`src/rtl/freq_meas_sequencer.sv`:
```
// Measurement scheduler for low_freq_counter: issues start pulses, watches two
// synchronized rising edges, waits for the result to settle, then latches it for display.
module freq_meas_sequencer #(
    parameter int SETTLE_CYCLES  = 256,
    parameter int TIMEOUT_CYCLES = 200_000_000,
    parameter int HOLDOFF_CYCLES = 50_000_000
) (
    input  logic       i_clk,
    input  logic       i_rst,
    input  logic       i_en,
    input  logic       i_signal,
    input  logic [3:0] i_freq_bcd [3:0],
    output logic       o_start,
    output logic [3:0] o_disp_bcd [3:0],
    output logic       o_valid,
    output logic       o_no_signal,
    output logic       o_busy
);

    localparam int MAX_AB     = (SETTLE_CYCLES > TIMEOUT_CYCLES) ? SETTLE_CYCLES : TIMEOUT_CYCLES;
    localparam int MAX_CYCLES = (MAX_AB > HOLDOFF_CYCLES) ? MAX_AB : HOLDOFF_CYCLES;
    localparam int TW         = $clog2(MAX_CYCLES + 1);

    localparam logic [TW-1:0] SETTLE_LAST  = TW'(SETTLE_CYCLES - 1);
    localparam logic [TW-1:0] TIMEOUT_LAST = TW'(TIMEOUT_CYCLES - 1);
    localparam logic [TW-1:0] HOLDOFF_LAST = TW'(HOLDOFF_CYCLES - 1);

    typedef enum logic [2:0] {
        IDLE,
        START,
        WAIT_E1,
        WAIT_E2,
        SETTLE,
        LATCH,
        TOUT,
        HOLDOFF
    } state_t;

    state_t        state_q, state_d;
    logic [TW-1:0] timer_q, timer_d;
    logic          sync1_q, sync1_d;
    logic          sync2_q, sync2_d;
    logic          prev_q, prev_d;
    logic          start_q, start_d;
    logic          valid_q, valid_d;
    logic          no_signal_q, no_signal_d;
    logic          busy_q, busy_d;
    logic          rise;

    assign rise = sync2_q & ~prev_q;

    always_comb begin
        sync1_d = i_signal;
        sync2_d = sync1_q;
        prev_d  = sync2_q;
        state_d = state_q;

        case (state_q)
            IDLE:    if (i_en) state_d = START;
            START:   state_d = WAIT_E1;
            WAIT_E1: begin
                // A rise on the terminal count still counts as an edge.
                if (rise)                         state_d = WAIT_E2;
                else if (timer_q == TIMEOUT_LAST) state_d = TOUT;
            end
            WAIT_E2: begin
                if (rise)                         state_d = SETTLE;
                else if (timer_q == TIMEOUT_LAST) state_d = TOUT;
            end
            SETTLE:  if (timer_q == SETTLE_LAST) state_d = LATCH;
            LATCH:   state_d = HOLDOFF;
            TOUT:    state_d = HOLDOFF;
            HOLDOFF: if (timer_q == HOLDOFF_LAST) state_d = i_en ? START : IDLE;
            default: state_d = IDLE;
        endcase

        timer_d = timer_q + TW'(1);
        if (state_d != state_q || state_q == IDLE) timer_d = '0;

        // Outputs are registered from the next state so they line up with the state itself.
        start_d     = (state_d == START);
        valid_d     = (state_d == LATCH) || (state_d == TOUT);
        busy_d      = (state_d != IDLE);
        no_signal_d = no_signal_q;
        if (state_d == LATCH)     no_signal_d = 1'b0;
        else if (state_d == TOUT) no_signal_d = 1'b1;
    end

    always_ff @(posedge i_clk or posedge i_rst) begin
        if (i_rst) begin
            state_q     <= IDLE;
            timer_q     <= '0;
            sync1_q     <= 1'b0;
            sync2_q     <= 1'b0;
            prev_q      <= 1'b0;
            start_q     <= 1'b0;
            valid_q     <= 1'b0;
            no_signal_q <= 1'b0;
            busy_q      <= 1'b0;
        end else begin
            state_q     <= state_d;
            timer_q     <= timer_d;
            sync1_q     <= sync1_d;
            sync2_q     <= sync2_d;
            prev_q      <= prev_d;
            start_q     <= start_d;
            valid_q     <= valid_d;
            no_signal_q <= no_signal_d;
            busy_q      <= busy_d;
        end
    end

    // Digits are captured on entry to LATCH so the new value appears together with o_valid.
    for (genvar gi = 0; gi < 4; gi++) begin : g_digit
        logic [3:0] digit_q, digit_d;

        always_comb begin
            digit_d = digit_q;
            if (state_d == LATCH)     digit_d = i_freq_bcd[gi];
            else if (state_d == TOUT) digit_d = '0;
        end

        always_ff @(posedge i_clk or posedge i_rst) begin
            if (i_rst) digit_q <= '0;
            else       digit_q <= digit_d;
        end

        assign o_disp_bcd[gi] = digit_q;
    end

    assign o_start     = start_q;
    assign o_valid     = valid_q;
    assign o_no_signal = no_signal_q;
    assign o_busy      = busy_q;

endmodule
```
`config.mk`:
```
export PLATFORM = sky130hd
export DESIGN_NAME = freq_meas_sequencer
export DESIGN_NICKNAME = d
export VERILOG_FILES = /design/src/rtl/freq_meas_sequencer.sv
export SDC_FILE = /design/constraint.sdc
export NUM_CORES = 1
export LEC_CHECK = 0
export ABC_AREA = 0
export BUFFER_PORTS_ARGS = -buffer_cell sky130_fd_sc_hd__buf_4
export CAP_MARGIN = 5
export CORE_AREA = 2 2 108 110
export CTS_CLUSTER_SIZE = 14
export DETAILED_ROUTE_END_ITERATION = 8
export DIE_AREA = 0 0 110 112
export PLACE_DENSITY = 0.5
export SLEW_MARGIN = 20
export SYNTH_ARGS = -nofsm -noshare
export SYNTH_HDL_FRONTEND = slang
export SYNTH_SLANG_ARGS = --single-unit
```
`constraint.sdc`:
```
create_clock -name i_clk -period 3.9 [get_ports i_clk]
set_input_delay 0.78 -clock i_clk [delete_from_list [all_inputs] [get_ports i_clk]]
set_output_delay 0.78 -clock i_clk [all_outputs]
set_load 0.05 [all_outputs]
```
==> results of run 1 <==
-- worst max-delay path: stages, from the launching register on --
cell      delay (ns)
dfrtp_1         0.40
ha_1            0.21
and3_1          0.32
nand4_4         0.16
or4_4           0.54
a211oi_4        0.24
buf_4           0.37
nor3_1          0.11
-- cells by family after synthesis --
logic type / Yosys count
AOI/OAI and AO/OA: 34
xor gates and xnor gates: 25
adders and majority gates: 1
buffers and inverters: 33
DFF: 54
muxes: 1
and+or+nand+nor: 134
-- metal layers --
metal	GRT usage	vias to the layer above	routed length, um
met5	0	-	0
met4	0.02532	0	44
li1	-	1055	-
met2	0.1697	34	2979
met1	0.1475	1044	2933
met3	0.02283	4	217
-- layout make-up --
type,count,area share
Clock buffer,6,0.04126
Clock inverter,2,0.01152
Inverter,21,0.02342
Multi-Input combinational cell,195,0.3732
Sequential cell,54,0.4015
Tap cell,143,0.05316
Timing Repair Buffer,43,0.09591
-- placed cells by master, fill, tap and decap left out, types with 4 or more instances in the layout --
cell | netlist | layout
nor3_2 | 12 | 13
dfrtp_1 | 54 | 54
nor3_1 | 23 | 22
nor2_1 | 12 | 12
xor2_1 | 14 | 14
nand2_1 | 29 | 29
and4_1 | 4 | 4
and3_1 | 5 | 5
inv_1 | 21 | 20
nor4_1 | 7 | 7
nand4_1 | 11 | 11
buf_4 | 2 | 43
clkbuf_16 | 0 | 5
nand3_1 | 13 | 13
o21ai_0 | 21 | 21
xnor2_1 | 11 | 11
-- power by group --
group	internal, uW	leakage (uW)	switching (uW)	total (uW)
Sequential	600	0.000632	52.9	653
Combinational	76.9	0.000794	78.2	155
Clock	323	0.0000875	199	522
Total	1000	0.00151	330	1330
-- registers in the layout, summed over array words and instances (netlist names) --
register,count
o_no_signal,1
g_digit.digit_q,16
prev_d,1
o_valid,1
sync1_q,1
timer_q,28
o_busy,1
state_q,3
prev_q,1
o_start,1
-- metrics by stage --
step	cell area (um^2)	power (uW)	hold slack (ns)
global placement	3188	823.8	0.3341
floorplan	2754	777.4	0.3312
global route	3366	1402	0.3711
detailed placement	3188	820.9	0.3412
CTS	3366	1349	0.3576
finish	3366	1330	0.3535
-- cell usage after synthesis (all sizes together), types with 5 or more instances --
master and count:
dfrtp 54, inv 21, xnor2 11, o21ai 21
xor2 14, nand2 29, buf 5, nor2 12
and3 5, clkbuf 7, nand3 13, nor4 8
nand4 12, nor3 35
-- worst paths after layout --
| check | start | end | slack, ns | cells after the start |
|---|---|---|---|---|
| max in group asynchronous | i_rst | timer_q[22]$_DFF_PP0_ | 2.54 | 3 |
| setup reg to reg | timer_q[0]$_DFF_PP0_ | timer_q[16]$_DFF_PP0_ | 1.39 | 7 |
| hold reg to reg | sync1_q$_DFF_PP0_ | prev_d$_DFF_PP0_ | 0.35 | 0 |
| min in group asynchronous | i_rst | g_digit[2].digit_q[2]$_DFFE_PP0P_ | 0.63 | 2 |
| setup / recovery | timer_q[0]$_DFF_PP0_ | timer_q[16]$_DFF_PP0_ | 1.39 | 7 |
| hold / removal | sync1_q$_DFF_PP0_ | prev_d$_DFF_PP0_ | 0.35 | 0 |
==> results.py, run 1 <==
metrics = {
    "sta": {
        "max_freq_mhz": 398.7,
        "finalHoldViolations": 0,
        "setup_tns_ns": 0,
        "finalSetupViolCount": 0,
        "fin_ws_ns": 1.392,
        "rsz0062_at_grt": "no",
        "skew_ns": 0.007185,
        "final.min_clock_period_ns": 2.508,
        "final.period_utilization": 0.6431,
        "tightest_slew_ns": 1.036,
        "slew_headroom": 0.3058,
        "slew_viol_final": 0,
    },
    "final_layout": {
        "seqCellArea_um2": 1351,
        "finalNonFillerCells": 464,
        "drive_gt1_frac": 0.2274,
        "multi_input_area_um2": 1256,
        "area_growth_syn_to_layout_pct": 22.22,
        "diodes": 0,
        "fin_util": 0.3012,
        "nets": 341,
        "nFillCells": 1144,
    },
    "cts": {
        "path_clk_slew_ns": 0.07,
        "cts_resized": 0,
        "root_buffer": "clkbuf_16",
        "worstSkewPairLatency_ns": 0.29,
        "cts_hold_buf": 0,
        "htree_levels": 2,
        "cts_buffers": 5,
        "cts.sinks": 54,
        "cts_buffer_depth": 2,
        "cts_tree": "done",
        "post-cts-setup-buffers": 0,
    },
    "global_route": {
        "grt_antenna_before_repair": 0,
        "grt_pass1_vias": 2148,
        "grt_pass1_wl_um": 10580,
        "grt-ovfl-total": 0,
        "grt_start_max_net_pins": 39,
        "track_usage": 0.1068,
    },
    "routing": {
        "first_iter_violations": 131,
        "drtPass1Iterations": 4,
        "vias": 2137,
        "avgRoutedWirePerCell_um": 13.31,
        "post-route-drc-count": 0,
        "wirelength_um": 6174,
        "post_drt_via_cell_ratio": 4.606,
        "ant_nets": 0,
    },
    "critical_path": {
        "cp-start-kind": "flop",
        "cp.arrival_ns": 2.67,
        "crit_path_end_kind": "flop",
        "worstSetupPathType": "flop to flop",
        "crit_required_ns": 4.06,
        "worstPathMaxFanout": 28,
    },
    "die": {
        "core_area_um2": 11170,
        "start_util": 0.2464,
        "die_h_um": 112,
        "dieArea_um2": 12320,
        "die_w_um": 110,
        "ioPinCount": 40,
        "fp-row-count": 39,
    },
    "job": {
        "maxCapViolations": 0,
    },
    "synth": {
        "synth-compound-area-share": 0.07724,
        "yosys.area_share.simple": 0.2894,
        "synth_top_area_frac": 0.4907,
        "ys_seq_area_frac": 0.4907,
        "ys_types": 43,
        "yosys.area_share.adder": 0.004543,
        "ys_seq_elements": 54,
        "synth_warnings": 0,
        "syn_nets": 303,
        "async_flop_share": 1.000,
        "synthCells": 282,
        "syn_area_um2": 2754,
        "synth.largest_area_cell": "dfrtp_1",
        "synth_top_family_by_area": "simple AND/OR/NAND/NOR gates",
        "ys_top_cells_by_area": "dfrtp_1, xor2_1, nor3_2, nor3_1, nand2_1",
        "synth-main-ff-cell": "dfrtp_1",
        "synth-xor-area-share": 0.07951,
        "synth_edf_count": 0,
        "syn_avg_cell_area_um2": 9.766,
        "synth.area.mux_share": 0.003635,
    },
    "power": {
        "peakVddDrop_mv": 0.2488,
        "power.density_nw_per_um2": 395.2,
        "p_leak_uw": 0.001513,
    },
    "placement": {
        "hpwl_um": 4354,
        "numPortBuffers": 39,
        "dpl_worst_slack_ns": 1.390,
        "placedCellCount": 456,
        "place.gp.congestion": 0.7863,
    },
    "worst_hold_path": {
        "hp-class": "flop to flop",
    },
    "outcome": {
        "status": "complete, no violations",
    },
}
Power figures use the tool's default switching activity.
==> run 2: changes to the inputs <==
ABC_AREA = 1   (was 0)
CORE_AREA = 2 2 112 114   (was 2 2 108 110)
DIE_AREA = 0 0 114 116   (was 0 0 110 112)
clock period = 2.48 ns   (was 3.9 ns; I/O delays follow)
==> run 2 against run 1 <==
Net effect:
- maximum frequency is 12% higher
- largest power group is now combinational logic
- worst setup slack worse by 1.2 ns
- clock skew is 0.0028 ns lower
- design area is 7.0% higher
- clock power is 54% higher
- critical endpoint is now timer_q[3]$_DFF_PP0_
- synthesized area is 7.1% higher
- via count is 12% higher
- flip-flop and latch count stayed put
- hold slack worse by 0.072 ns
- sequential share of layout area is 2.6 points lower
==> results.py, run 2 <==
metrics = {
    "final_layout": {
        "area_growth_syn_to_layout_pct": 22.05,
        "diodes": 0,
        "drive_gt1_frac": 0.2211,
        "fin_area_um2": 3601,
        "seqCellArea_um2": 1351,
        "nFillCells": 1282,
        "final_common_cell": "nand2_1",
        "regMostFlops": "timer_q",
        "layout_common_cells": "nand2_1, nor2_1, dfrtp_1",
        "nets": 427,
        "fin_util": 0.3023,
        "multi_input_area_um2": 1410,
        "top_regs": "timer_q: 28 flops, g_digit.digit_q: 16 flops, state_q: 3 flops",
        "largest_register_ffs": 28,
    },
    "synth": {
        "synth_warnings": 0,
        "ys_seq_elements": 54,
        "synth.largest_area_cell": "dfrtp_1",
        "synth_top_area_frac": 0.4580,
        "ys_seq_area_frac": 0.4580,
        "synth_most_common_cell": "nand2_1",
        "synth-main-ff-cell": "dfrtp_1",
        "ys_top_cells_by_area": "dfrtp_1, nand2_1, nor2_1, nor2_4, nand3_1",
        "ys_types": 29,
        "synth_top_cells_by_count": "nand2_1, nor2_1, dfrtp_1, inv_1, nand3_1",
        "syn_area_um2": 2950,
        "async_flop_share": 1.000,
        "syn_avg_cell_area_um2": 8.150,
        "synth_edf_count": 0,
        "syn_nets": 383,
        "synthCells": 362,
    },
    "routing": {
        "vias": 2402,
        "avgRoutedWirePerCell_um": 11.98,
        "ant_nets": 0,
        "drtPass1Iterations": 4,
        "post_drt_via_cell_ratio": 4.336,
        "first_iter_violations": 103,
        "post-route-drc-count": 0,
        "wirelength_um": 6637,
    },
    "placement": {
        "hpwl_um": 4965,
        "placed_area_um2": 3425,
        "dpl_worst_slack_ns": 0.2300,
        "numPortBuffers": 39,
        "place.gp.congestion": 0.8349,
    },
    "die": {
        "start_util": 0.2477,
        "dieArea_um2": 13220,
        "die_w_um": 114,
        "core_area_um2": 11910,
        "fp-row-count": 40,
        "ioPinCount": 40,
        "die_h_um": 116,
    },
    "power": {
        "combPwrFrac": 0.361,
        "internal_power_uw": 1696,
        "power_frac_clock": 0.287,
        "p_switching_uw": 1109,
        "p_seq_frac": 0.352,
        "peakVddDrop_mv": 0.3906,
        "power.density_nw_per_um2": 779.1,
        "p_sw_frac": 0.3954,
        "p_leak_uw": 0.001671,
    },
    "sta": {
        "slew_headroom": 0.5633,
        "hold_slack_ns": 0.2812,
        "finalSetupViolCount": 0,
        "finalHoldViolations": 0,
        "max_freq_mhz": 445.7,
        "slew_viol_final": 0,
        "setup_tns_ns": 0,
        "final.min_clock_period_ns": 2.244,
        "fin_ws_ns": 0.2362,
        "tightest_slew_ns": 0.6459,
        "rsz0062_at_grt": "no",
        "final.period_utilization": 0.9048,
        "skew_ns": 0.004352,
    },
    "cts": {
        "htree_levels": 2,
        "worstSkewPairLatency_ns": 0.29,
        "cts.sinks": 54,
        "cts_tree": "done",
        "root_buffer": "clkbuf_16",
        "cts_hold_buf": 0,
        "path_clk_slew_ns": 0.07,
        "cts_buffer_depth": 2,
        "cts_buffers": 5,
        "post-cts-setup-buffers": 0,
    },
    "critical_path": {
        "crit_required_ns": 2.66,
        "rr_startpoint": "timer_q[0]$_DFF_PP0_",
        "crit_path_end_kind": "flop",
        "slowest_delay_ns": 0.39,
        "worstSetupPathType": "flop to flop",
        "critPathLaunch": "timer_q[0]$_DFF_PP0_",
        "reg2reg_slack_ns": 0.24,
        "cp-start-kind": "flop",
        "r2r_end": "timer_q[3]$_DFF_PP0_",
        "cp.arrival_ns": 2.42,
        "cp_cell_sequence": "ha_1 > nand2_2 > nor2_2 > nand3_1 > nor2_2 > nand3_1 > a21oi_4 > nor2_4 > inv_2 > nand2_2 > nand2_4 > buf_12 > nor2_1",
        "worstPathMaxFanout": 28,
        "crit_path_top_delay_cell": "dfrtp_1",
        "r2r_cells": 13,
    },
    "global_route": {
        "track_usage": 0.1085,
        "grt_pass1_vias": 2421,
        "grt_pass1_wl_um": 11470,
        "grt-ovfl-total": 0,
        "grt_antenna_before_repair": 0,
        "grt_start_max_net_pins": 29,
    },
    "job": {
        "maxCapViolations": 0,
    },
    "worst_hold_path": {
        "hp-class": "input pin to async pin",
    },
    "outcome": {
        "status": "complete, no violations",
    },
}
-- run 2: cell types whose count changed in the layout (fill, tap and decap cells not counted), sizes merged, moves of 3 or more --
cell / previous run / this run
and2: 3 / 0
and3: 5 / 0
and4: 4 / 0
inv: 22 / 35
nand2: 29 / 101
nand3: 13 / 35
nand4: 12 / 5
nor2: 12 / 84
nor3: 35 / 10
nor4: 8 / 1
o21ai: 21 / 1
xnor2: 11 / 5
xor2: 14 / 17
-- run 2: repair_timing --
item                       CTS  global route
setup endpoints to repair    0            16
hold endpoints to repair     0             0
resized for setup            0             1
-- run 2: worst max path at each step --
stage / to / cells past startpoint / slack (ns)
final: timer_q[3]$_DFF_PP0_ / 13 / 0.24
after global routing: timer_q[27]$_DFF_PP0_ / 14 / 0.07
after CTS: g_digit[1].digit_q[0]$_DFFE_PP0P_ / 12 / 0.21
after detailed placement: g_digit[0].digit_q[0]$_DFFE_PP0P_ / 12 / 0.23
after global placement: g_digit[3].digit_q[1]$_DFFE_PP0P_ / 12 / 0.29
after floorplan: timer_q[17]$_DFF_PP0_ / 13 / 0.59
-- run 2: layout make-up --
type | instances | share of cell area
Clock inverter | 3 | 0.01216
Sequential cell | 54 | 0.3753
Timing Repair Buffer | 44 | 0.09868
Clock buffer | 5 | 0.03475
Multi-Input combinational cell | 266 | 0.3916
Inverter | 35 | 0.03648
Tap cell | 147 | 0.05108
-- run 2: power by group through the flow --
| stage | clock (uW) | combinational (uW) | sequential, uW |
|---|---|---|---|
| after global placement | 0 | 991 | 1000 |
| after CTS | 840 | 1010 | 987 |
| after detailed placement | 0 | 1000 | 1000 |
| after global routing | 875 | 1100 | 997 |
| final | 806 | 1010 | 987 |
| after floorplan | 0 | 847 | 1030 |
-- run 2: cell families after synthesis --
family	count (synthesis)	share of synthesized area
flip-flops	54	0.4580
AO/OA/AOI/OAI	5	0.01357
XOR/XNOR	22	0.06531
buffers and inverters	42	0.06658
adder cells (fa/ha/maj)	1	0.004240
AND/OR/NAND/NOR	238	0.3923
-- run 2: layer usage --
metal,share of wire,GRT usage,vias to the layer above
li1,-,-,1210
met1,0.47,0.1424,1119
met2,0.46,0.1758,66
met3,0.059,0.03190,7
met4,0.011,0.02846,0
met5,0,0,-
-- run 2: critical path: cells and delay by family (launching register included) --
family	cells	cell delay, ns
buffers and inverters	2	0.31
flip-flops	1	0.39
adder cells (fa/ha/maj)	1	0.26
AND/OR/NAND/NOR	9	0.91
AO/OA/AOI/OAI	1	0.22
-- run 2: metrics by stage --
stage / total power [uW] / cells
final: 2806 / 554
after global routing: 2975 / 554
after CTS: 2833 / 554
after detailed placement: 2008 / 546
after global placement: 1993 / 546
after floorplan: 1880 / 362
